[src/rtl/matrix_scan_controller_pkg.sv]
// Shared sizing, FSM encodings and column-slice helper for the LED matrix
// column scanner.
package matrix_scan_controller_pkg;
    localparam int TOTAL_COLUMNS = 5;
    localparam int COLUMN_SIZE   = 7;
    localparam int DATA_WIDTH    = TOTAL_COLUMNS * COLUMN_SIZE;
    localparam int COL_W         = $clog2(TOTAL_COLUMNS);

    typedef logic [1:0] scan_state_t;
    localparam scan_state_t ST_IDLE  = 2'd0;
    localparam scan_state_t ST_BLANK = 2'd1;
    localparam scan_state_t ST_DRIVE = 2'd2;

    function automatic logic [COLUMN_SIZE-1:0] column_slice(
        input logic [DATA_WIDTH-1:0] map,
        input logic [COL_W-1:0]      c
    );
        return map[int'(c) * COLUMN_SIZE +: COLUMN_SIZE];
    endfunction
endpackage

[src/rtl/scan_timer.sv]
// Reloadable down-counter; done is high while the count sits at zero, so a
// reload of N-1 gives a dwell of exactly N cycles.
module scan_timer #(
    parameter int WIDTH = 16
) (
    input  logic             clk,
    input  logic             reset,
    input  logic             load,
    input  logic [WIDTH-1:0] load_val,
    output logic             done
);
    logic [WIDTH-1:0] count;

    always_ff @(posedge clk) begin
        if (reset)               count <= '0;
        else if (load)           count <= load_val;
        else if (count != '0)    count <= count - 1'b1;
    end

    assign done = (count == '0);
endmodule

[src/rtl/matrix_scan_controller.sv]
// Column-multiplexed 5x7 LED matrix driver: shadow/active map double buffer
// committed at frame wrap, blanking gaps between columns, per-pixel blinking.
module matrix_scan_controller #(
    parameter int DATA_WIDTH    = matrix_scan_controller_pkg::DATA_WIDTH,
    parameter int COLUMN_SIZE   = matrix_scan_controller_pkg::COLUMN_SIZE,
    parameter int TOTAL_COLUMNS = matrix_scan_controller_pkg::TOTAL_COLUMNS,
    parameter int CLK_DIV       = 50000,
    parameter int BLANK_CYCLES  = 2,
    parameter int BLINK_FRAMES  = 100
) (
    input  logic                     clk,
    input  logic                     reset,
    input  logic                     enable,
    input  logic [DATA_WIDTH-1:0]    map_in,
    input  logic [DATA_WIDTH-1:0]    blink_in,
    input  logic                     load,
    output logic [TOTAL_COLUMNS-1:0] column_out,
    output logic [COLUMN_SIZE-1:0]   row_out,
    output logic                     frame_start,
    output logic                     pending
);
    import matrix_scan_controller_pkg::*;

    localparam int TMR_W = $clog2((CLK_DIV > BLANK_CYCLES ? CLK_DIV : BLANK_CYCLES) + 1);
    localparam int BLK_W = $clog2(BLINK_FRAMES + 1);
    localparam logic [TMR_W-1:0] DRIVE_LOAD = TMR_W'(CLK_DIV - 1);
    localparam logic [TMR_W-1:0] BLANK_LOAD = TMR_W'(BLANK_CYCLES > 0 ? BLANK_CYCLES - 1 : 0);
    // With no blanking every column change goes straight to the next DRIVE.
    localparam scan_state_t      GAP_STATE  = (BLANK_CYCLES > 0) ? ST_BLANK : ST_DRIVE;
    localparam logic [TMR_W-1:0] GAP_LOAD   = (BLANK_CYCLES > 0) ? BLANK_LOAD : DRIVE_LOAD;
    localparam logic [COL_W-1:0] LAST_COL   = COL_W'(TOTAL_COLUMNS - 1);
    localparam logic [BLK_W-1:0] BLINK_LAST = BLK_W'(BLINK_FRAMES - 1);
    localparam logic [TOTAL_COLUMNS-1:0] COL_ONE = TOTAL_COLUMNS'(1);

    scan_state_t            state, state_n;
    logic [COL_W-1:0]       col, col_n;
    logic                   tmr_load, tmr_done, commit;
    logic [TMR_W-1:0]       tmr_val;
    logic [DATA_WIDTH-1:0]  shadow_map, shadow_mask, active_map, active_mask;
    logic [DATA_WIDTH-1:0]  shadow_map_n, shadow_mask_n, active_map_n, active_mask_n;
    logic [BLK_W-1:0]       blink_cnt, blink_cnt_n;
    logic                   blink_phase, blink_phase_n, pending_n;

    scan_timer #(.WIDTH(TMR_W)) u_timer (
        .clk      (clk),
        .reset    (reset),
        .load     (tmr_load),
        .load_val (tmr_val),
        .done     (tmr_done)
    );

    always_comb begin
        state_n  = state;
        col_n    = col;
        tmr_load = 1'b0;
        tmr_val  = DRIVE_LOAD;
        commit   = 1'b0;
        if (!enable) begin
            state_n = ST_IDLE;
            col_n   = '0;
        end else begin
            case (state)
                ST_IDLE: begin
                    commit   = 1'b1;
                    col_n    = '0;
                    state_n  = GAP_STATE;
                    tmr_load = 1'b1;
                    tmr_val  = GAP_LOAD;
                end
                ST_BLANK: if (tmr_done) begin
                    state_n  = ST_DRIVE;
                    tmr_load = 1'b1;
                    tmr_val  = DRIVE_LOAD;
                end
                ST_DRIVE: if (tmr_done) begin
                    if (col == LAST_COL) begin
                        col_n  = '0;
                        commit = 1'b1;
                    end else begin
                        col_n  = col + 1'b1;
                    end
                    state_n  = GAP_STATE;
                    tmr_load = 1'b1;
                    tmr_val  = GAP_LOAD;
                end
                default: begin
                    state_n = ST_IDLE;
                    col_n   = '0;
                end
            endcase
        end
    end

    // A load landing on the commit cycle bypasses the shadow so it is never
    // left pending for a whole extra frame.
    always_comb begin
        shadow_map_n  = shadow_map;
        shadow_mask_n = shadow_mask;
        active_map_n  = active_map;
        active_mask_n = active_mask;
        pending_n     = pending;
        blink_cnt_n   = blink_cnt;
        blink_phase_n = blink_phase;
        if (load) begin
            shadow_map_n  = map_in;
            shadow_mask_n = blink_in;
            pending_n     = 1'b1;
        end
        if (commit) begin
            if (load) begin
                active_map_n  = map_in;
                active_mask_n = blink_in;
            end else if (pending) begin
                active_map_n  = shadow_map;
                active_mask_n = shadow_mask;
            end
            pending_n = 1'b0;
            if (blink_cnt == BLINK_LAST) begin
                blink_cnt_n   = '0;
                blink_phase_n = ~blink_phase;
            end else begin
                blink_cnt_n   = blink_cnt + 1'b1;
            end
        end
    end

    always_ff @(posedge clk) begin
        if (reset) begin
            state       <= ST_IDLE;
            col         <= '0;
            shadow_map  <= '1;
            shadow_mask <= '0;
            active_map  <= '1;
            active_mask <= '0;
            pending     <= 1'b0;
            blink_cnt   <= '0;
            blink_phase <= 1'b0;
            column_out  <= '0;
            row_out     <= '1;
            frame_start <= 1'b0;
        end else begin
            state       <= state_n;
            col         <= col_n;
            shadow_map  <= shadow_map_n;
            shadow_mask <= shadow_mask_n;
            active_map  <= active_map_n;
            active_mask <= active_mask_n;
            pending     <= pending_n;
            blink_cnt   <= blink_cnt_n;
            blink_phase <= blink_phase_n;
            frame_start <= commit;
            if (state_n == ST_DRIVE) begin
                column_out <= COL_ONE << col_n;
                row_out    <= column_slice(active_map_n, col_n)
                            | (column_slice(active_mask_n, col_n) & {COLUMN_SIZE{blink_phase_n}});
            end else begin
                column_out <= '0;
                row_out    <= '1;
            end
        end
    end
endmodule

[config.mk]
export PLATFORM = sky130hd
export DESIGN_NAME = matrix_scan_controller
export DESIGN_NICKNAME = d
export VERILOG_FILES = /design/src/rtl/matrix_scan_controller_pkg.sv /design/src/rtl/scan_timer.sv /design/src/rtl/matrix_scan_controller.sv
export SDC_FILE = /design/constraint.sdc
export NUM_CORES = 1
export LEC_CHECK = 0
export ABC_AREA = 0
export ABC_CLOCK_PERIOD_IN_PS = 3400
export BUFFER_PORTS_ARGS = -buffer_cell sky130_fd_sc_hd__buf_2
export CORE_MARGIN = 2
export CORE_UTILIZATION = 50
export DETAILED_ROUTE_END_ITERATION = 8
export PLACE_DENSITY = 0.7
export SYNTH_ARGS = -nofsm -noshare
export SYNTH_HDL_FRONTEND = slang
export SYNTH_SLANG_ARGS = --single-unit
export TNS_END_PERCENT = 100
[constraint.sdc]
create_clock -name clk -period 3.4 [get_ports clk]
set_input_delay 0.34 -clock clk [delete_from_list [all_inputs] [get_ports clk]]
set_output_delay 0.34 -clock clk [all_outputs]
set_load 0.005 [all_outputs]
Word level (Yosys, flattened, before mapping) --
Index checks and enable logic that the tools add are counted.
Operators by class: shift operators 3, reductions and logical operators 7, bitwise gates (word level) 4, divide/modulo/power cells 0, multipliers 1, equality and inequality tests 5, magnitude comparators 0, mux-type cells 29, add/subtract/negate cells 3
Operators with widths (count):
- 35-bit 2-to-1 mux | 6
- 16-bit 2-to-1 mux | 4
- 35-bit by 32-bit indexed part select with 7-bit output | 1
- 35-bit by 7-bit indexed part select with 7-bit output | 1
- 16-bit case mux with 2 select lines | 1
- 16-bit zero test | 1
- 16-bit nonzero test | 1
- 16-bit by 1-bit subtractor with 16-bit output, second input constant | 1
- 3-bit 2-to-1 mux | 3
- 7-bit by 1-bit adder with 7-bit output, second input constant | 1
- 7-bit bitwise AND | 1
- 7-bit == test, second input constant | 1
- 1-bit 2-to-1 mux | 7
- 7-bit 2-to-1 mux | 1
- 7-bit OR | 1
- 3-bit by 3-bit multiplier with 6-bit output, second input constant | 1
- 2-bit 2-to-1 mux | 3
- 2-bit case mux with 3 select lines | 1
- 3-bit case mux with 2 select lines | 1
- 2-bit OR reduction | 3
- 1-bit by 3-bit << shifter with 5-bit output, first input constant | 1
- 2-bit == test, second input constant | 2
- 1-bit case mux with 2 select lines | 2
- 3-bit by 1-bit adder with 3-bit output, second input constant | 1
- other kinds (5) | 6
Word-level totals: memory bits (writable) 0, output and inout bits 14, register bits 183, memories kept 0, input port bits 74, bits in latches 0, ROM bits 0

Depth between registers and ports, before layout --
Gate-level depths: netlist of run 1.
depth in word-level cells 9, mapped depth 13, gate-level depth less buffers 10

By module --
A second synthesis of run 1 with hierarchy kept.
Unflattened totals: cell total of the unflattened synthesis 894, area, all modules 8195.4 um^2
By module, submodules not included:
- matrix_scan_controller | cells an instance 782, area an instance 7293.2 um^2, times used 1
- scan_timer | cells an instance 112, area an instance 902.1 um^2, times used 1

Least setup slack after synthesis of run 1 --
No wires, ideal clock.
kind reg2reg, from register u_timer.count[0], to register row_out[0], data required time 3.266 ns, buffers on the path 0, arrival 2.935 ns, cell stages (with the launch flop) 9, slack 0.331 ns, setup time 0.134 ns, clock period less this slack 3.069 ns, path through dfxtp_1 -> inv_1 -> ha_1 -> or4b_1 -> nor4_4 -> nand3_4 -> a31o_1 -> o311a_1 -> or4_1
On the way: cells in the longest elaborated chain, start to end 8, elaborated cells between the ends (all ways) 22, classes of those cells mul: 1; eq/ne: 1; shift: 2; mux: 13; bitwise: 3; reduce/logical: 2
RTL lines:
- start, declared | line scan_timer.sv:12 | logic [WIDTH-1:0] count;
- start signal, assigned | line scan_timer.sv:16 | else if (load) count <= load_val;
- start signal, assigned | line scan_timer.sv:17 | else if (count != '0) count <= count - 1'b1;
- 16-bit zero test (*) | line scan_timer.sv:20 | assign done = (count == '0);
- 3-bit 2-to-1 mux or 1-bit 2-to-1 mux (tied branches) | line matrix_scan_controller.sv:75 | ST_DRIVE: if (tmr_done) begin
- 3-bit case mux with 2 select lines or 1-bit case mux with 2 select lines (tied branches) | line matrix_scan_controller.sv:62 | case (state)
- 3-bit 2-to-1 mux or 1-bit 2-to-1 mux (tied branches) | line matrix_scan_controller.sv:58 | if (!enable) begin
- 3-bit by 3-bit multiplier with 6-bit output or 35-bit 2-to-1 mux (tied branches) | line matrix_scan_controller_pkg.sv:18, matrix_scan_controller.sv:109
- 35-bit by 7-bit indexed part select with 7-bit output | line matrix_scan_controller_pkg.sv:18 | return map[int'(c) * COLUMN_SIZE +: COLUMN_SIZE];
- 7-bit bitwise AND | line matrix_scan_controller.sv:155 | | (column_slice(active_mask_n, col_n) & {COLUMN_SIZE{blink_phase_n}});
- 7-bit OR | line matrix_scan_controller.sv:155
- end signal, assigned | line matrix_scan_controller.sv:154 | row_out <= column_slice(active_map_n, col_n)
- end, declared | line matrix_scan_controller.sv:18 | output logic [COLUMN_SIZE-1:0] row_out,
Mark *: on every way between the ends. The rest lies on a longest branch, timed or not. A chain may end at the register's enable or synchronous reset.

Worst setup path after layout of run 1 --
Same ends and word-level chain as after synthesis.

==> run_summary.xml, run 1 <==
<?xml version="1.0" encoding="UTF-8"?>
<metrics>
  <group name="power_and_ir_drop">
    <metric name="totalPowerFinal" unit="mW">6.43</metric>
    <metric name="vdd_drop_max" unit="uV">384</metric>
    <metric name="leakagePower" unit="nW">3.90</metric>
    <metric name="pwr_density_cell" unit="nW/um^2">669</metric>
  </group>
  <group name="sta">
    <metric name="finalWorstPathRequiredPeriod" unit="ps">3210</metric>
    <metric name="timing.max_slew.rel_slack" unit="%">53.6</metric>
    <metric name="worst_pin_slew" unit="ps">697</metric>
    <metric name="fin_worst_skew" unit="ps">11.8</metric>
    <metric name="post-route-period-util" unit="%">94.4</metric>
    <metric name="slew_viol_final" unit="">0</metric>
    <metric name="max_freq" unit="GHz">0.311</metric>
    <metric name="report.final.setup_viol" unit="">0</metric>
    <metric name="final_report_hold_violation_count" unit="">0</metric>
  </group>
  <group name="critical_path">
    <metric name="crit_family" unit="">simple AND/OR/NAND/NOR gates</metric>
    <metric name="setup.reg_to_reg.worst_slack" unit="ps">190</metric>
    <metric name="critical_path_peak_fanout" unit="">20</metric>
    <metric name="cp-end-kind" unit="">flip-flop</metric>
    <metric name="buffering_stage_count_on_the_worst_path_with_inverters_included" unit="">2</metric>
    <metric name="reg2regPathDepth" unit="">11</metric>
    <metric name="worst_r2r_endpoint" unit="">row_out[0]$_SDFF_PP1_</metric>
    <metric name="crit_arrival" unit="ps">3520</metric>
    <metric name="slowest_delay" unit="ps">590</metric>
    <metric name="worstReg2RegStart" unit="">u_timer.count[0]$_SDFFE_PP0P_</metric>
    <metric name="critical_path.startpoint_type" unit="">flip-flop</metric>
    <metric name="critPathRequiredTime" unit="ps">3710</metric>
    <metric name="worstSetupPathType" unit="">reg -&gt; reg</metric>
    <metric name="timing.critical_path.cells" unit="">inv_1 &gt; ha_1 &gt; or4b_1 &gt; nor4_4 &gt; a21oi_4 &gt; buf_4 &gt; o21ai_0 &gt; nand3_1 &gt; nand2_1 &gt; a31oi_1 &gt; or4_1</metric>
    <metric name="crit_path_top_delay_cell" unit="">sky130_fd_sc_hd__or4b_1</metric>
  </group>
  <group name="synthesis">
    <metric name="ys_seq_area_share" unit="%">45.0</metric>
    <metric name="count_of_flip_flops_with_a_built_in_enable_after_synthesis" unit="">0</metric>
    <metric name="synth_cells" unit="">972</metric>
    <metric name="postSynthNetCount" unit="">1054</metric>
    <metric name="synth_cell_types" unit="">56</metric>
    <metric name="synth-seq-cells" unit="">183</metric>
    <metric name="synth.cell_area" unit="sq um">8140</metric>
    <metric name="ys_dominant_reg_cell" unit="">sky130_fd_sc_hd__dfxtp_1</metric>
    <metric name="synth-warning-count" unit="">0</metric>
    <metric name="post_synth.cell_area_avg" unit="sq um">8.37</metric>
    <metric name="synth.top_cells.by_area" unit="">sky130_fd_sc_hd__dfxtp_1 (45%), sky130_fd_sc_hd__mux2i_1 (6.5%), sky130_fd_sc_hd__nor2_1 (5.5%)</metric>
    <metric name="synth_top_area_share" unit="%">45.0</metric>
    <metric name="async_reset_ff_share" unit="%">0</metric>
    <metric name="cell_taking_the_most_area_after_synthesis" unit="">sky130_fd_sc_hd__dfxtp_1</metric>
  </group>
  <group name="hold_path">
    <metric name="beginning_of_the_worst_hold_path" unit="">map_in[12]</metric>
    <metric name="hold_depth" unit="">3</metric>
    <metric name="hold_path_end" unit="">shadow_map[12]$_SDFFE_PP1P_</metric>
    <metric name="worstHoldPathType" unit="">in -&gt; reg</metric>
  </group>
  <group name="flow_run">
    <metric name="max-cap-violations" unit="">0</metric>
  </group>
  <group name="global_route">
    <metric name="grt_overflow" unit="">0</metric>
    <metric name="grt_first_pass_wirelength" unit="mm">36.4</metric>
    <metric name="grt_max_degree" unit="">49</metric>
    <metric name="first_global_vias" unit="">7020</metric>
    <metric name="grt_antenna_before_repair" unit="">1</metric>
    <metric name="grt_use_total" unit="%">26.4</metric>
  </group>
  <group name="clock_tree">
    <metric name="insertion_delay" unit="ps">440</metric>
    <metric name="cts.htree.levels" unit="">4</metric>
    <metric name="postCtsHoldBufs" unit="">0</metric>
    <metric name="cts_made_buffers" unit="">17</metric>
    <metric name="clock-sinks" unit="">183</metric>
    <metric name="post_cts_clock_slew_at_the_launch_and_capture_registers_of_the_worst_setup_and_hold_paths" unit="ps">70</metric>
    <metric name="cts_buffer_depth" unit="">2</metric>
    <metric name="tritoncts" unit="">done</metric>
    <metric name="cts.root.buffer_cell" unit="">sky130_fd_sc_hd__clkbuf_16</metric>
  </group>
  <group name="run_status">
    <metric name="run_status" unit="">completed</metric>
  </group>
  <group name="placement">
    <metric name="gp_routability_congestion" unit="">0.918</metric>
    <metric name="dp_hpwl" unit="mm">15.9</metric>
    <metric name="dpl.cell_count" unit="">1249</metric>
    <metric name="port-buffer-count" unit="">87</metric>
  </group>
  <group name="cells_and_area">
    <metric name="mostFrequentLayoutCell" unit="">sky130_fd_sc_hd__dfxtp_1</metric>
    <metric name="antenna-diode-count" unit="">0</metric>
    <metric name="final-instance-count-excl-fill" unit="">1284</metric>
    <metric name="layout_common_cells" unit="">sky130_fd_sc_hd__dfxtp_1 (182), sky130_fd_sc_hd__nor2_1 (117), sky130_fd_sc_hd__nand2_1 (108)</metric>
    <metric name="finish.net_count" unit="">1137</metric>
    <metric name="layout-drive-gt1-share" unit="%">17.7</metric>
    <metric name="area_delta_synth_final" unit="%">18.1</metric>
  </group>
  <group name="floorplanning">
    <metric name="ioPinCount" unit="">88</metric>
    <metric name="die_width" unit="microns">132</metric>
    <metric name="initial_utilization" unit="%">51.2</metric>
    <metric name="num_rows" unit="">46</metric>
    <metric name="dieArea" unit="sq um">17300</metric>
    <metric name="core_footprint" unit="sq um">15900</metric>
    <metric name="chipHeight" unit="microns">132</metric>
  </group>
  <group name="detailed_routing">
    <metric name="detail_route.wl_per_cell" unit="microns">17.6</metric>
    <metric name="antenna_violating_nets_post_route" unit="">0</metric>
    <metric name="drt_first_iter_violations" unit="">580</metric>
    <metric name="dr.pass1.iters" unit="">5</metric>
    <metric name="drc" unit="">0</metric>
    <metric name="num_vias" unit="">7381</metric>
    <metric name="postRouteWirelength" unit="mm">22.6</metric>
    <metric name="routed_via_density" unit="">5.75</metric>
  </group>
</metrics>
-- flip-flops by register name, indices dropped and copies added, names as in the netlist --
signal,count
blink_phase,1
frame_start,1
blink_cnt,7
active_map,35
u_timer.count,16
active_mask,35
pending,1
row_out,7
shadow_mask,35
column_out,5
shadow_map,35
state,2
col,3
-- area by class of cell --
type / count / area [sq um]
Clock buffer: 20 / 447
Clock inverter: 12 / 185
Fill cell: 1417 / 6280
Inverter: 18 / 67.6
Multi-Input combinational cell: 704 / 4190
Sequential cell: 183 / 3660
Tap cell: 216 / 270
Timing Repair Buffer: 131 / 781
-- power by group --
| part | internal, mW | leakage (nW) | switching (mW) |
|---|---|---|---|
| Clock | 1.27 | 0.312 | 0.867 |
| Sequential | 2.37 | 1.51 | 0.166 |
| Combinational | 0.724 | 2.08 | 1.04 |
| Total | 4.36 | 3.90 | 2.07 |
-- layer usage --
metal	GRT usage, %	vias up	routed length, microns
met1	34.2	3457	9910
li1	-	3649	-
met5	0	-	13
met4	13.2	2	781
met3	5.21	50	1160
met2	42.0	223	10700
-- worst max-delay path by stage --
| stage | slack (ps) | startpoint | endpoint | cells past startpoint |
|---|---|---|---|---|
| after floorplan | 330 | u_timer.count[0]$_SDFFE_PP0P_ | row_out[0]$_SDFF_PP1_ | 8 |
| after global routing | -1 | u_timer.count[0]$_SDFFE_PP0P_ | row_out[6]$_SDFF_PP1_ | 12 |
| after CTS | 180 | u_timer.count[0]$_SDFFE_PP0P_ | row_out[0]$_SDFF_PP1_ | 9 |
| after global placement | 270 | u_timer.count[0]$_SDFFE_PP0P_ | row_out[0]$_SDFF_PP1_ | 8 |
| after detailed placement | 200 | u_timer.count[0]$_SDFFE_PP0P_ | row_out[0]$_SDFF_PP1_ | 9 |
| final | 190 | u_timer.count[0]$_SDFFE_PP0P_ | row_out[0]$_SDFF_PP1_ | 11 |
-- worst min-delay path, stage by stage --
cell and delay (ps):
sky130_fd_sc_hd__buf_2 80, sky130_fd_sc_hd__a21oi_1 60, sky130_fd_sc_hd__nand2_1 50
-- logic make-up (layout without fill, tap and decap cells) --
kind of cell / Yosys count / count (layout) / share of synthesized area [%]
XOR/XNOR: 18 / 18 / 1.94
AO/OA/AOI/OAI: 240 / 240 / 18.7
flip-flops: 183 / 183 / 45.0
adder cells (fa/ha/maj): 8 / 8 / 1.23
multiplexers: 56 / 56 / 6.93
AND/OR/NAND/NOR: 382 / 382 / 22.2
buffers and inverters: 85 / 181 / 4.01
-- cell usage after synthesis, types with 9 or more instances --
| master | count |
|---|---|
| sky130_fd_sc_hd__and2_1 | 10 |
| sky130_fd_sc_hd__nand4_1 | 16 |
| sky130_fd_sc_hd__buf_1 | 10 |
| sky130_fd_sc_hd__a31oi_1 | 19 |
| sky130_fd_sc_hd__mux2i_1 | 53 |
| sky130_fd_sc_hd__inv_1 | 18 |
| sky130_fd_sc_hd__o221ai_1 | 9 |
| sky130_fd_sc_hd__o22ai_1 | 37 |
| sky130_fd_sc_hd__nand3_1 | 30 |
| sky130_fd_sc_hd__clkbuf_1 | 51 |
| sky130_fd_sc_hd__a21oi_1 | 74 |
| sky130_fd_sc_hd__nor2b_1 | 17 |
| sky130_fd_sc_hd__or3_1 | 9 |
| sky130_fd_sc_hd__o211ai_1 | 12 |
| sky130_fd_sc_hd__nor3_1 | 34 |
| sky130_fd_sc_hd__dfxtp_1 | 183 |
| sky130_fd_sc_hd__nand2_1 | 108 |
| sky130_fd_sc_hd__xnor2_1 | 11 |
| sky130_fd_sc_hd__o21ai_0 | 37 |
| sky130_fd_sc_hd__nor2_1 | 119 |
| sky130_fd_sc_hd__a211oi_1 | 14 |
| sky130_fd_sc_hd__or2_2 | 9 |
-- stage by stage --
step / hold slack (ps) / setup slack, ps / TNS [ps] / instance area (sq um) / util [%]
after floorplan: 428 / 331 / 0 / 8140 / -
after global placement: 448 / 267 / 0 / 8930 / 56.2
after detailed placement: 456 / 203 / 0 / 8930 / 56.2
after CTS: 116 / 183 / 0 / 9570 / 60.2
after global routing: 140 / -1.22 / -1.22 / 9610 / 60.5
final: 123 / 189 / 0 / 9610 / 60.5
-- timing repair --
item / CTS / global route
resized for setup: 0 / 6
buffers inserted: 0 / 3
setup endpoints to repair: 0 / 7
No activity file was read; power rests on OpenSTA's default activity.
==> run 2: changes to the inputs <==
ABC_CLOCK_PERIOD_IN_PS = 3920   (was 3400)
clock period = 3.92 ns   (was 3.4 ns; I/O delays follow)
==> run 2 against run 1 <==
Against the previous run: cell area fell by 2.4%; maximum frequency is 7.5% lower; routed wire length grew 0.19%; critical path type unchanged; critical endpoint unchanged; clock-buffer cell count grew 1; sequential share of layout area increased by 0.95 points; register-to-register slack better by 260 ps; highest routed layer is now met4; clock skew is essentially flat.
==> run_summary.xml, run 2 (synthesis gave the netlist of run 1 again) <==
<?xml version="1.0" encoding="UTF-8"?>
<metrics>
  <group name="clock_tree">
    <metric name="tritoncts" unit="">done</metric>
    <metric name="insertion_delay" unit="ps">440</metric>
    <metric name="cts_resized" unit="">0</metric>
    <metric name="cts_buffer_depth" unit="">2</metric>
    <metric name="cts.root.buffer_cell" unit="">sky130_fd_sc_hd__clkbuf_16</metric>
    <metric name="postCtsSetupRepairBufs" unit="">0</metric>
    <metric name="cts_made_buffers" unit="">17</metric>
    <metric name="cts.htree.levels" unit="">4</metric>
    <metric name="post_cts_clock_slew_at_the_launch_and_capture_registers_of_the_worst_setup_and_hold_paths" unit="ps">70</metric>
    <metric name="postCtsHoldBufs" unit="">0</metric>
    <metric name="clock-sinks" unit="">183</metric>
  </group>
  <group name="sta">
    <metric name="slew_viol_final" unit="">0</metric>
    <metric name="rsz_0062_raised_after_global_routing" unit="">false</metric>
    <metric name="setup_tns" unit="ps">0</metric>
    <metric name="post-route-period-util" unit="%">88.5</metric>
    <metric name="report.final.setup_viol" unit="">0</metric>
    <metric name="worst_pin_slew" unit="ps">956</metric>
    <metric name="fin_worst_skew" unit="ps">12.2</metric>
    <metric name="fin_ws" unit="ps">449</metric>
    <metric name="max_freq" unit="GHz">0.288</metric>
    <metric name="hold_slack" unit="ps">185</metric>
    <metric name="finalWorstPathRequiredPeriod" unit="ps">3470</metric>
    <metric name="timing.max_slew.rel_slack" unit="%">35.9</metric>
    <metric name="final_report_hold_violation_count" unit="">0</metric>
  </group>
  <group name="power_and_ir_drop">
    <metric name="vdd_drop_max" unit="uV">339</metric>
    <metric name="leakagePower" unit="nW">3.77</metric>
    <metric name="totalPowerFinal" unit="mW">5.33</metric>
    <metric name="pwr_density_cell" unit="nW/um^2">569</metric>
  </group>
  <group name="floorplanning">
    <metric name="core_footprint" unit="sq um">15900</metric>
    <metric name="chipHeight" unit="microns">132</metric>
    <metric name="initial_utilization" unit="%">51.2</metric>
    <metric name="die_width" unit="microns">132</metric>
    <metric name="dieArea" unit="sq um">17300</metric>
    <metric name="ioPinCount" unit="">88</metric>
    <metric name="num_rows" unit="">46</metric>
  </group>
  <group name="critical_path">
    <metric name="worstSetupPathType" unit="">reg -&gt; reg</metric>
    <metric name="crit_arrival" unit="ps">3770</metric>
    <metric name="critical_path_peak_fanout" unit="">12</metric>
    <metric name="cp-end-kind" unit="">flip-flop</metric>
    <metric name="critPathRequiredTime" unit="ps">4220</metric>
    <metric name="critical_path.startpoint_type" unit="">flip-flop</metric>
    <metric name="setup.reg_to_reg.worst_slack" unit="ps">450</metric>
  </group>
  <group name="detailed_routing">
    <metric name="detail_route.wl_per_cell" unit="microns">17.9</metric>
    <metric name="antenna_violating_nets_post_route" unit="">0</metric>
    <metric name="drt_first_iter_violations" unit="">617</metric>
    <metric name="num_vias" unit="">7384</metric>
    <metric name="postRouteWirelength" unit="mm">22.6</metric>
    <metric name="dr.pass1.iters" unit="">5</metric>
    <metric name="routed_via_density" unit="">5.84</metric>
    <metric name="drc" unit="">0</metric>
  </group>
  <group name="global_route">
    <metric name="grt_use_total" unit="%">26.3</metric>
    <metric name="groute.layer.met3.usage" unit="%">4.90</metric>
    <metric name="grt_antenna_before_repair" unit="">0</metric>
    <metric name="grt_overflow" unit="">0</metric>
    <metric name="first_global_vias" unit="">7056</metric>
    <metric name="grt_first_pass_wirelength" unit="mm">36.7</metric>
    <metric name="grt_max_degree" unit="">45</metric>
    <metric name="globalRouteMet2Util" unit="%">44.6</metric>
    <metric name="gr-max-usage-layer" unit="">met2</metric>
    <metric name="grtUsageMet1" unit="%">33.9</metric>
  </group>
  <group name="cells_and_area">
    <metric name="layout_common_cells" unit="">sky130_fd_sc_hd__dfxtp_1 (182), sky130_fd_sc_hd__nor2_1 (118), sky130_fd_sc_hd__nand2_1 (108)</metric>
    <metric name="mostFrequentLayoutCell" unit="">sky130_fd_sc_hd__dfxtp_1</metric>
    <metric name="antenna-diode-count" unit="">0</metric>
    <metric name="final_util" unit="%">59.0</metric>
    <metric name="area_delta_synth_final" unit="%">15.2</metric>
    <metric name="layout-drive-gt1-share" unit="%">15.8</metric>
    <metric name="finish.net_count" unit="">1117</metric>
  </group>
  <group name="flow_run">
    <metric name="max-cap-violations" unit="">0</metric>
  </group>
  <group name="placement">
    <metric name="gp_routability_congestion" unit="">0.925</metric>
    <metric name="dpl_worst_slack" unit="ps">533</metric>
    <metric name="port-buffer-count" unit="">87</metric>
    <metric name="dp_hpwl" unit="mm">15.8</metric>
  </group>
  <group name="hold_path">
    <metric name="worstHoldPathType" unit="">in -&gt; reg</metric>
  </group>
  <group name="run_status">
    <metric name="run_status" unit="">completed</metric>
  </group>
</metrics>
[run 2: cell types whose count changed in the layout (fill, tap and decap cells not counted), moves of 2 or more]
cell,before,now
sky130_fd_sc_hd__clkinvlp_4,0,2
sky130_fd_sc_hd__clkbuf_8,1,3
sky130_fd_sc_hd__o21ai_1,4,2
sky130_fd_sc_hd__clkinv_4,0,2
sky130_fd_sc_hd__inv_6,5,3
sky130_fd_sc_hd__o21ai_0,34,36
sky130_fd_sc_hd__buf_4,44,25
sky130_fd_sc_hd__bufinv_16,4,1
[run 2: critical path: stages (launching register included)]
cell and delay (ps):
sky130_fd_sc_hd__dfxtp_1 330, sky130_fd_sc_hd__inv_1 120, sky130_fd_sc_hd__ha_1 310, sky130_fd_sc_hd__or4b_1 590, sky130_fd_sc_hd__nor4_4 510, sky130_fd_sc_hd__nand3_4 140
sky130_fd_sc_hd__a31o_1 430, sky130_fd_sc_hd__o311a_1 410, sky130_fd_sc_hd__or4_1 500
[run 2: metal layers]
| layer | up-vias | part of all wire (%) |
|---|---|---|
| li1 | 3602 | - |
| met1 | 3497 | 44 |
| met2 | 249 | 49 |
| met3 | 36 | 5.4 |
| met4 | 0 | 2.0 |
| met5 | - | 0 |
[run 2: final timing paths]
| check | cells past startpoint | endpoint | start |
|---|---|---|---|
| setup / recovery | 8 | row_out[0]$_SDFF_PP1_ | u_timer.count[0]$_SDFFE_PP0P_ |
| hold / removal | 3 | shadow_map[12]$_SDFFE_PP1P_ | map_in[12] |
| hold reg to reg | 2 | shadow_map[28]$_SDFFE_PP1P_ | shadow_map[28]$_SDFFE_PP1P_ |
| setup reg to reg | 8 | row_out[0]$_SDFF_PP1_ | u_timer.count[0]$_SDFFE_PP0P_ |
[run 2: power breakdown]
| part | internal (mW) | switching (mW) |
|---|---|---|
| clock | 0.937 | 0.754 |
| sequential | 2.05 | 0.142 |
| combinational | 0.552 | 0.893 |
| total | 3.54 | 1.79 |
[run 2: area by class of cell]
type	count	area, sq um
clock buffer	21	470
inverter	18	67.6
timing repair buffer	111	618
multi-input combinational	704	4170
tap	216	270
sequential	183	3660
fill	1448	6510
clock inverter	11	110
[run 2: through the flow]
step	std cells	instance area, sq um
CTS	1264	9380
global placement	1232	8790
detailed placement	1232	8790
global route	1264	9380
floorplan	972	8140
finish	1264	9380
==> run 3: changes to the inputs <==
CORE_UTILIZATION = 63   (was 50)
PLACE_DENSITY = 0.85   (was 0.7)
==> run 3 against run 2 <==
Against the previous run: critical path type unchanged; first-iteration DRC count rose by 25%; flip-flop and latch count unchanged; global-route usage is 5.1 points higher; final cell count is 4.0% lower; die area is 20% lower.
==> run_summary.xml, run 3 (synthesis gave the netlist of run 1 again) <==
<?xml version="1.0" encoding="UTF-8"?>
<metrics>
  <group name="run_status">
    <metric name="run_status" unit="">completed</metric>
  </group>
  <group name="critical_path">
    <metric name="crit_arrival" unit="ps">3750</metric>
    <metric name="worstSetupPathType" unit="">reg -&gt; reg</metric>
    <metric name="worstReg2RegStart" unit="">u_timer.count[0]$_SDFFE_PP0P_</metric>
    <metric name="critical_path.startpoint_type" unit="">flip-flop</metric>
    <metric name="crit_path_top_delay_cell" unit="">sky130_fd_sc_hd__buf_4</metric>
    <metric name="critical_path.endpoint" unit="">row_out[2]$_SDFF_PP1_</metric>
    <metric name="crit_top_cell" unit="">sky130_fd_sc_hd__buf_4</metric>
    <metric name="critical_path_peak_fanout" unit="">44</metric>
    <metric name="critical_path_depth" unit="">12</metric>
    <metric name="reg2regPathDepth" unit="">12</metric>
    <metric name="buffering_stage_count_on_the_worst_path_with_inverters_included" unit="">3</metric>
    <metric name="crit_family" unit="">compound AO/OA/AOI/OAI gates</metric>
    <metric name="slowest_delay" unit="ps">440</metric>
    <metric name="worst_r2r_endpoint" unit="">row_out[2]$_SDFF_PP1_</metric>
    <metric name="critPathRequiredTime" unit="ps">4220</metric>
    <metric name="critical_path.startpoint" unit="">u_timer.count[0]$_SDFFE_PP0P_</metric>
    <metric name="setup.reg_to_reg.worst_slack" unit="ps">470</metric>
    <metric name="timing.critical_path.cells" unit="">inv_1 &gt; ha_1 &gt; nor4b_1 &gt; nand4_1 &gt; o21ai_4 &gt; buf_4 &gt; buf_4 &gt; a31oi_1 &gt; nor2_1 &gt; o32ai_1 &gt; a211oi_1 &gt; o221ai_1</metric>
    <metric name="cp-end-kind" unit="">flip-flop</metric>
  </group>
  <group name="cells_and_area">
    <metric name="finish.net_count" unit="">1113</metric>
    <metric name="mostFrequentLayoutCell" unit="">sky130_fd_sc_hd__dfxtp_1</metric>
    <metric name="antenna-diode-count" unit="">0</metric>
    <metric name="fill_cells" unit="">988</metric>
    <metric name="layout-drive-gt1-share" unit="%">15.1</metric>
    <metric name="area_delta_synth_final" unit="%">13.4</metric>
    <metric name="layout_common_cells" unit="">sky130_fd_sc_hd__dfxtp_1 (182), sky130_fd_sc_hd__nor2_1 (118), sky130_fd_sc_hd__nand2_1 (108)</metric>
  </group>
  <group name="detailed_routing">
    <metric name="drc" unit="">0</metric>
    <metric name="num_vias" unit="">7553</metric>
    <metric name="detail_route.wl_per_cell" unit="microns">17.8</metric>
    <metric name="antenna_violating_nets_post_route" unit="">0</metric>
    <metric name="drt_first_iter_violations" unit="">774</metric>
    <metric name="dr.pass1.iters" unit="">5</metric>
    <metric name="routed_via_density" unit="">6.23</metric>
    <metric name="postRouteWirelength" unit="mm">21.6</metric>
  </group>
  <group name="power_and_ir_drop">
    <metric name="vdd_drop_max" unit="uV">337</metric>
    <metric name="pwr_density_cell" unit="nW/um^2">561</metric>
    <metric name="leakagePower" unit="nW">3.72</metric>
    <metric name="totalPowerFinal" unit="mW">5.18</metric>
  </group>
  <group name="placement">
    <metric name="dp_hpwl" unit="mm">14.3</metric>
    <metric name="gp_routability_congestion" unit="">0.951</metric>
    <metric name="port-buffer-count" unit="">87</metric>
    <metric name="dpl_worst_slack" unit="ps">544</metric>
  </group>
  <group name="clock_tree">
    <metric name="clock-sinks" unit="">183</metric>
    <metric name="insertion_delay" unit="ps">430</metric>
    <metric name="tritoncts" unit="">done</metric>
    <metric name="postCtsSetupRepairBufs" unit="">0</metric>
    <metric name="cts_made_buffers" unit="">17</metric>
    <metric name="post_cts_clock_slew_at_the_launch_and_capture_registers_of_the_worst_setup_and_hold_paths" unit="ps">70</metric>
    <metric name="cts_resized" unit="">0</metric>
    <metric name="postCtsHoldBufs" unit="">0</metric>
    <metric name="cts.root.buffer_cell" unit="">sky130_fd_sc_hd__clkbuf_16</metric>
    <metric name="cts.htree.levels" unit="">4</metric>
    <metric name="cts_buffer_depth" unit="">2</metric>
  </group>
  <group name="sta">
    <metric name="slew_viol_final" unit="">0</metric>
    <metric name="worst_pin_slew" unit="ps">929</metric>
    <metric name="setup_tns" unit="ps">0</metric>
    <metric name="post-route-period-util" unit="%">88.1</metric>
    <metric name="fin_ws" unit="ps">466</metric>
    <metric name="rsz_0062_raised_after_global_routing" unit="">false</metric>
    <metric name="finalWorstPathRequiredPeriod" unit="ps">3450</metric>
    <metric name="final_report_hold_violation_count" unit="">0</metric>
    <metric name="fin_worst_skew" unit="ps">12.2</metric>
    <metric name="max_freq" unit="GHz">0.290</metric>
    <metric name="report.final.setup_viol" unit="">0</metric>
    <metric name="timing.max_slew.rel_slack" unit="%">38.0</metric>
  </group>
  <group name="hold_path">
    <metric name="worstHoldPathType" unit="">in -&gt; reg</metric>
  </group>
  <group name="global_route">
    <metric name="grt_use_total" unit="%">31.4</metric>
    <metric name="grt_antenna_before_repair" unit="">0</metric>
    <metric name="grt_first_pass_wirelength" unit="mm">35.2</metric>
    <metric name="grt_max_degree" unit="">80</metric>
    <metric name="grt_overflow" unit="">0</metric>
    <metric name="first_global_vias" unit="">7011</metric>
  </group>
  <group name="floorplanning">
    <metric name="ioPinCount" unit="">88</metric>
    <metric name="dieArea" unit="sq um">13800</metric>
    <metric name="core_footprint" unit="sq um">12600</metric>
    <metric name="die_width" unit="microns">118</metric>
    <metric name="initial_utilization" unit="%">64.5</metric>
    <metric name="chipHeight" unit="microns">118</metric>
    <metric name="num_rows" unit="">41</metric>
  </group>
  <group name="flow_run">
    <metric name="max-cap-violations" unit="">0</metric>
  </group>
</metrics>
## run 3: cell count changes in the layout (fill, tap and decap cells not counted), sizes merged
| cell | before | now |
|---|---|---|
| clkinv | 4 | 3 |
| clkbuf | 21 | 23 |
| bufinv | 1 | 0 |
| inv | 22 | 19 |
| buf | 111 | 107 |
## run 3: worst min-delay path: cells and delay by family
kind	cells	cell delay (ps)
simple gates	1	50
compound gates	1	60
buf+inv	1	90
## run 3: metrics by stage
step	instance area, sq um	std cells	hold slack, ps	util, %
global placement	8700	1184	445	69.0
finish	9230	1213	192	73.1
floorplan	8140	972	428	-
CTS	9230	1213	184	73.1
global route	9230	1213	196	73.1
detailed placement	8700	1184	447	69.0
## run 3: layout make-up
cell class | count | area (sq um) | share of cell area, %
Clock inverter | 6 | 46.3 | 0.502
Multi-Input combinational cell | 704 | 4170 | 45.2
Tap cell | 172 | 215 | 2.33
Sequential cell | 183 | 3660 | 39.7
Clock buffer | 23 | 478 | 5.18
Timing Repair Buffer | 107 | 588 | 6.37
Inverter | 18 | 67.6 | 0.732
## run 3: routing by layer
layer / global-route usage (%) / share of wire, % / vias to the layer above
li1: - / - / 3584
met1: 40.5 / 41 / 3544
met2: 50.5 / 47 / 356
met3: 6.15 / 7.4 / 69
met4: 15.4 / 3.7 / 0
met5: 0 / 0 / -
## run 3: report_power, final
group | internal [mW] | switching [mW] | total [mW]
clock network | 0.853 | 0.683 | 1.54
logic | 0.561 | 0.883 | 1.44
registers | 2.06 | 0.139 | 2.20
total | 3.47 | 1.70 | 5.18
## run 3: worst min path at each step
stage	cells past startpoint	from	endpoint	slack, ps
2_1_floorplan	2	active_map[28]$_SDFF_PP1_	active_map[28]$_SDFF_PP1_	430
3_3_place_gp	2	shadow_mask[15]$_SDFFE_PP0P_	shadow_mask[15]$_SDFFE_PP0P_	450
3_5_place_dp	2	shadow_mask[15]$_SDFFE_PP0P_	shadow_mask[15]$_SDFFE_PP0P_	450
4_1_cts	3	map_in[9]	shadow_map[9]$_SDFFE_PP1P_	180
5_1_grt	3	map_in[5]	shadow_map[5]$_SDFFE_PP1P_	200
6_report	3	map_in[12]	shadow_map[12]$_SDFFE_PP1P_	190
